File: config.mk
export PLATFORM = sky130hd
export DESIGN_NAME = int2flt_seq
export DESIGN_NICKNAME = d
export VERILOG_FILES = /design/src/rtl/int2flt_seq.sv
export SDC_FILE = /design/constraint.sdc
export NUM_CORES = 1
export LEC_CHECK = 0
export CORE_MARGIN = 3
export CORE_UTILIZATION = 60
export CTS_CLUSTER_SIZE = 16
export DETAILED_ROUTE_END_ITERATION = 8
export GPL_TIMING_DRIVEN = 0
export PLACE_DENSITY = 0.87
export SYNTH_ARGS = -nofsm -noshare
export SYNTH_HDL_FRONTEND = slang
export SYNTH_SLANG_ARGS = --single-unit
File: constraint.sdc
create_clock -name clk -period 5.4 [get_ports clk]
set_input_delay 1.08 -clock clk [delete_from_list [all_inputs] [get_ports clk]]
set_output_delay 1.08 -clock clk [all_outputs]
set_load 0.02 [all_outputs]
File: src/rtl/int2flt_seq.sv
`default_nettype none
// ============================================================================
// Module   : int2flt_seq
// Brief    : Sequential int16 -> IEEE-754 binary16 converter (RNE) via data_mem.
// Revision : 1.0
// ============================================================================
module int2flt_seq #(
  parameter logic [7:0] IN_LO_ADDR  = 8'd0,
  parameter logic [7:0] OUT_LO_ADDR = 8'd2,
  parameter int         BIAS        = 15
) (
  input  logic       clk,
  input  logic       reset,
  input  logic       start,
  output logic       done,
  output logic [7:0] mem_addr,
  output logic [7:0] mem_wdata,
  output logic       mem_we,
  input  logic [7:0] mem_rdata
);

  typedef enum logic [3:0] {
    S_IDLE  = 4'd0,
    S_RD_LO = 4'd1,
    S_RD_HI = 4'd2,
    S_NORM  = 4'd3,
    S_ROUND = 4'd4,
    S_ZERO  = 4'd5,
    S_WR_LO = 4'd6,
    S_WR_HI = 4'd7,
    S_DONE  = 4'd8
  } state_t;

  localparam logic [4:0] c_EXP_TOP = 5'(BIAS + 15);

  state_t      r_state;
  state_t      w_next;
  logic        r_start_q;
  logic [7:0]  r_lo;
  logic        r_sign;
  logic [15:0] r_mag;
  logic [3:0]  r_sc;
  logic [15:0] r_result;

  logic        w_trigger;
  logic [15:0] w_raw;
  logic [15:0] w_mag_in;
  logic [4:0]  w_exp;
  logic [9:0]  w_mant;
  logic        w_round_up;
  logic [10:0] w_mant_sum;
  logic [15:0] w_rounded;

  assign w_trigger = r_start_q & ~start;
  assign w_raw     = {mem_rdata, r_lo};
  // 0x8000 negates to itself, which is the correct unsigned magnitude.
  assign w_mag_in  = mem_rdata[7] ? (~w_raw + 16'd1) : w_raw;

  // Rounding: guard is mag[4], sticky is OR of mag[3:0]; ties go to even.
  assign w_exp      = c_EXP_TOP - 5'(r_sc);
  assign w_mant     = r_mag[14:5];
  assign w_round_up = r_mag[4] & ((|r_mag[3:0]) | w_mant[0]);
  assign w_mant_sum = {1'b0, w_mant} + 11'(w_round_up);
  assign w_rounded  = w_mant_sum[10] ? {r_sign, w_exp + 5'd1, 10'd0}
                                     : {r_sign, w_exp, w_mant_sum[9:0]};

  always_ff @(posedge clk or negedge reset) begin
    if (!reset) begin
      r_state   <= S_IDLE;
      r_start_q <= 1'b0;
    end else begin
      r_state   <= w_next;
      r_start_q <= start;
    end
  end

  always_comb begin
    w_next    = r_state;
    done      = 1'b0;
    mem_addr  = 8'd0;
    mem_wdata = 8'd0;
    mem_we    = 1'b0;
    case (r_state)
      S_IDLE:  if (w_trigger) w_next = S_RD_LO;
      S_RD_LO: begin
        mem_addr = IN_LO_ADDR;
        w_next   = S_RD_HI;
      end
      S_RD_HI: begin
        mem_addr = IN_LO_ADDR + 8'd1;
        w_next   = (w_mag_in == 16'd0) ? S_ZERO : S_NORM;
      end
      S_NORM:  if (r_mag[15]) w_next = S_ROUND;
      S_ROUND: w_next = S_WR_LO;
      S_ZERO:  w_next = S_WR_LO;
      S_WR_LO: begin
        mem_addr  = OUT_LO_ADDR;
        mem_wdata = r_result[7:0];
        mem_we    = 1'b1;
        w_next    = S_WR_HI;
      end
      S_WR_HI: begin
        mem_addr  = OUT_LO_ADDR + 8'd1;
        mem_wdata = r_result[15:8];
        mem_we    = 1'b1;
        w_next    = S_DONE;
      end
      S_DONE: begin
        done   = 1'b1;
        w_next = S_IDLE;
      end
      default: w_next = S_IDLE;
    endcase
  end

  always_ff @(posedge clk or negedge reset) begin
    if (!reset) begin
      r_lo     <= 8'd0;
      r_sign   <= 1'b0;
      r_mag    <= 16'd0;
      r_sc     <= 4'd0;
      r_result <= 16'd0;
    end else begin
      case (r_state)
        S_RD_LO: r_lo <= mem_rdata;
        S_RD_HI: begin
          r_sign <= mem_rdata[7];
          r_mag  <= w_mag_in;
          r_sc   <= 4'd0;
        end
        S_NORM: begin
          if (!r_mag[15]) begin
            r_mag <= {r_mag[14:0], 1'b0};
            r_sc  <= r_sc + 4'd1;
          end
        end
        S_ROUND: r_result <= w_rounded;
        S_ZERO:  r_result <= 16'h0000;
        default: ;
      endcase
    end
  end

endmodule
`default_nettype wire

## After elaboration in Yosys (flattened, before gate mapping)

Index checks and enable logic that the tools add are counted.

- Logic and storage cells: 53
- Output and inout port bits: 18
- Input bits: 11
- Register bits after elaboration: 50

- Eq/ne operators: 11
- Add/sub/neg operators: 5
- Multiplexer cells: 15
- Reductions and logical operators: 9
- Bitwise operators: 5

Operator list:

| operator | count |
|---|---|
| case mux 16 bit (2 select lines) | 2 |
| 2-to-1 mux 16 bit | 2 |
| case mux 4 bit (7 select lines) | 1 |
| adder 16 x 1 -> 16 bit, second input constant | 1 |
| == test 4 x 3 -> 1 bit, second input constant | 4 |
| zero test 16 bit | 1 |
| inverter 16 bit | 1 |
| case mux 8 bit (2 select lines) | 1 |
| 2-to-1 mux 15 bit | 1 |
| 2-to-1 mux 4 bit | 3 |
| adder 10 x 1 -> 11 bit | 1 |
| == test 4 x 2 -> 1 bit, second input constant | 2 |
| case mux 4 bit (2 select lines) | 1 |
| != test 2 bit, second input constant | 3 |
| case mux 2 bit (3 select lines) | 1 |
| adder 5 x 1 -> 5 bit, second input constant | 1 |
| subtractor 5 x 4 -> 5 bit, first input constant | 1 |
| adder 4 x 1 -> 4 bit, second input constant | 1 |
| == test 4 x 1 -> 1 bit, second input constant | 1 |
| == test 4 bit, second input constant | 1 |
| zero test 4 bit | 1 |
| AND reduction 2 bit | 2 |
| nonzero test 2 bit | 2 |
| OR reduction 2 bit | 2 |
| other kinds (6) | 8 |

## Depth between registers and ports, before layout

- Depth after elaboration: 6
- Gate-level depth with buffers: 9
- Mapped depth without buffers: 8

## Worst setup path before layout

Ideal clock, no wire load.

- Kind: input port to flip-flop
- Start point: in mem_rdata[3]
- End point: reg r_state[1]
- Stages on the path: 7
- Setup slack: 2.470 ns
- Arrival time: 2.807 ns
- Buffers on the path: 1
- Required time: 5.277 ns
- Library setup time: 0.123 ns
- Cell sequence: clkbuf_1 > or4_1 > o41ai_2 > xor2_1 > nand4_1 > or4_4 > o2bb2ai_1

- Cells in the longest elaborated chain, start to end: 6

RTL lines:

| element | RTL line | text |
|---|---|---|
| from (decl) | 19 | `input logic [7:0] mem_rdata` |
| inverter 16 bit | 57 | `assign w_mag_in = mem_rdata[7] ? (~w_raw + 16'd1) : w_raw;` |
| adder 16 x 1 -> 16 bit | 57 |  |
| 2-to-1 mux 16 bit (*) | 57 |  |
| zero test 16 bit (*) | 91 | `w_next = (w_mag_in == 16'd0) ? S_ZERO : S_NORM;` |
| 2-to-1 mux 3 bit (*) | 91 |  |
| case mux 4 bit (7 select lines) (*) | 83 | `case (r_state)` |
| to (signal assigned) | 72 | `r_state <= w_next;` |
| to (decl) | 36 | `state_t r_state;` |

Mark *: on every way between the ends. The rest lies on a longest branch, timed or not.
A chain may end at the register's enable or synchronous reset.

## Worst setup path in the final report

- Start point: reg r_state[2]
- End point: out mem_wdata[6]

- Cells in the longest elaborated chain, start to end: 2
- Elaborated cells between the ends (all ways): 3
- Those cells by class: 2 x eq/ne; 1 x mux

RTL lines:

| element | RTL line | text |
|---|---|---|
| == test 4 x 3 -> 1 bit | 83 |  |
| case mux 8 bit (2 select lines) (*) | 83 |  |
| to (decl) | 17 | `output logic [7:0] mem_wdata,` |

Marked as above.

==> run summary <==
Port-buffer cells - 21
Final setup TNS - 0 ns
# clock sinks - 50
Maxcap violations - 0
Register Area - 0.00125 sq mm
Synth unique cells - 51
Worst-path clk slew - 0.10 ns
DRC - 0
Worst-margin pin slew - 1.26 ns
First-pass GRT wire length - 11.1 mm
Fin. Hold Viols - 0
Fin crit period - 3.61 ns
Cell Rows - 24
Number of synthesized flops with an enable pin - 0
PwrDens - 541 mW/mm^2
Clock skew - 0.00805 ns
Largest buffer count on any clock path - 2
Final WL - 6.73 mm
Largest net degree at the start of global routing - 41
Filler cells - 358
Outcome - finished clean
Number of global-route vias before repair - 2182
Syn avg cell area - 9.61 sq um
Placed inst area - 0.00328 sq mm
Overall power - 0.00183 W
Initial drt markers - 188
Relative slew slack - 15.4%
IO Pins - 29
Final HPWL DP - 4.90 mm
Seq cells post-synth - 50
Final Instance Count excl. Fillers - 408
DR WL/cell - 16.5 microns
Worst min path class - register to register
# resized after CTS - 0
Total gr overflow - 0
Worst-case reg-to-reg path depth - 9
Critical path type - register to primary output
H-tree Lvls - 2
Hold Path Stages - 2
Post-layout nets - 357
Fraction of layout cells with a size suffix above 1 - 13.4%
Core ar. - 0.00456 sq mm
Final slew viol count - 0
DRT Pass-1 Iters - 5
Yosys warnings - 0
Vias/cell - 6.03
Hold_buf cts - 0
Area Growth Syn to Fin - 14.5%
RD Place Congestion - 0.913
Starting density of the core - 64.8%
Mapped Cells - 308
Die height - 76.2 microns
Antenna Nets Post-Route - 0
Fin crit share - 66.8%
Diodes inserted - 0
Most frequent CP cell - nor2b_1
Clk Tree Root Cell - clkbuf_8
Die Width - 76.2 microns
CP max stage cell - clkdlybuf4s50_1
Num CTS Buffers - 5
CP Data Arrival Time - 2.53 ns
Total track usage - 23.6%
Mapped cell area - 0.00296 sq mm
CP Capture Type - primary output
Final instance area - 0.00339 sq mm
Top_reg_cell synth - dfrtp_1
CP startpoint kind - register
Final setup violation count - 0
Critical path peak fanout - 10
Lkg Pwr - 1.43 nW
Register area share after synthesis - 42.3%
Crit-path max cell delay - 0.60 ns
Share of flip-flops with an asynchronous set or reset - 100%
Initial antenna violation count - 0
Clock Latency Late Sink - 0.31 ns
Die ar. - 0.00581 sq mm
Final hold slack - 0.491 ns
Worst-path cell chain - buf_2 > nor2b_1 > and2_1 > nor2b_1 > clkbuf_1 > a22o_1 > clkdlybuf4s50_1
Worst EP required - 4.32 ns
Max Freq - 277 MHz
Worst vdd ir - 0.291 mV
Placed cells - 400
CTS tree - yes
DR vias - 2459
RSZ-0062 raised after global routing - false
Setup Fix Bufs, Post-CTS - 0
Area of the multi-input gates - 0.00154 sq mm
-- worst paths after layout --
path	startpoint	endpoint	slack, ns
setup / recovery	r_state[2]	mem_wdata[6]	1.79
hold / removal	r_result[15]	r_result[15]	0.49
setup reg to reg	r_lo[0]	r_state[1]	2.62
hold reg to reg	r_result[15]	r_result[15]	0.49
min in group asynchronous	reset	r_sc[3]	0.64
max in group asynchronous	reset	r_lo[7]	4.26
-- kinds of logic (layout without fill, tap and decap cells) --
group	Yosys count	after routing	synth area share (%)
adders and majority gates	4	4	1.69
AOI/OAI and AO/OA	86	86	21.2
muxes	10	10	3.76
other	1	6	0.127
buffers and inverters	36	66	6.30
and+or+nand+nor	93	93	16.3
DFF	50	50	42.3
xor gates and xnor gates	28	28	8.29
-- through the flow --
step	utilization, %	setup WS, ns
after global placement	71.6	1.82
final	74.3	1.79
after CTS	74.3	1.80
after global routing	74.3	1.61
after floorplan	-	2.47
after detailed placement	72.0	1.82
-- final cells by class --
cell class                 instances  share of cell area (%)
inverter                           5                   0.554
sequential                        50                    36.9
multi-input combinational        227                    45.4
timing repair buffer              22                    6.64
clock buffer                       7                    2.84
clock inverter                     1                   0.258
buffer                            31                    4.95
tap                               65                    2.40
-- registers in the layout, summed over array words and instances (netlist names) --
signal,cells
r_sc,4
r_result,16
r_start_q,1
r_lo,8
r_mag,16
r_sign,1
r_state,4
-- critical path: cells and delay by family (launching register included) --
kind,cells,cell delay (ns)
buf+inv,3,1.12
flops,1,0.35
compound gates,1,0.20
simple gates,3,0.53
-- cell usage in the layout, fill, tap and decap left out, drive strengths merged, types with 6 or more instances in the layout --
| cell type | n |
|---|---|
| clkdlybuf4s50 | 20 |
| conb | 6 |
| a22oi | 12 |
| mux2 | 9 |
| o21ai | 26 |
| a21oi | 6 |
| xor2 | 16 |
| xnor2 | 12 |
| o31ai | 9 |
| nand2 | 29 |
| nor2 | 17 |
| nand3 | 11 |
| dfrtp | 50 |
| clkbuf | 20 |
| buf | 20 |
| a22o | 17 |
-- per-layer routing --
layer	up-vias	track usage, %	share of wire (%)
met4	0	7.79	2.1
met2	99	39.5	48
met1	1176	31.1	44
met5	-	0	0
met3	13	4.14	5.4
li1	1171	-	-
-- cells in the mapped netlist (4+ instances only) --
cell / number / area (sq um)
a21oi_1: 6 / 30.0
o31ai_1: 9 / 67.6
mux2_2: 9 / 101
nand3_1: 11 / 55.1
o21ai_1: 10 / 50.1
a22oi_1: 12 / 90.1
buf_4: 7 / 52.6
buf_2: 8 / 40.0
a22o_1: 17 / 149
nor2_1: 17 / 63.8
dfrtp_1: 50 / 1250
xor2_1: 16 / 140
xnor2_1: 12 / 105
nor2b_1: 4 / 25.0
ha_1: 4 / 50.1
o21ai_0: 16 / 80.1
clkbuf_1: 13 / 48.8
and3_1: 4 / 25.0
inv_1: 5 / 18.8
nand2_1: 29 / 109
-- where the power goes --
| group | switching, W | total [W] | internal, W |
|---|---|---|---|
| combinational | 0.000506 | 0.000896 | 0.000390 |
| sequential | 0.000144 | 0.000688 | 0.000544 |
| clock | 0.000131 | 0.000248 | 0.000118 |
| total | 0.000781 | 0.00183 | 0.00105 |
Power figures use the tool's default switching activity.
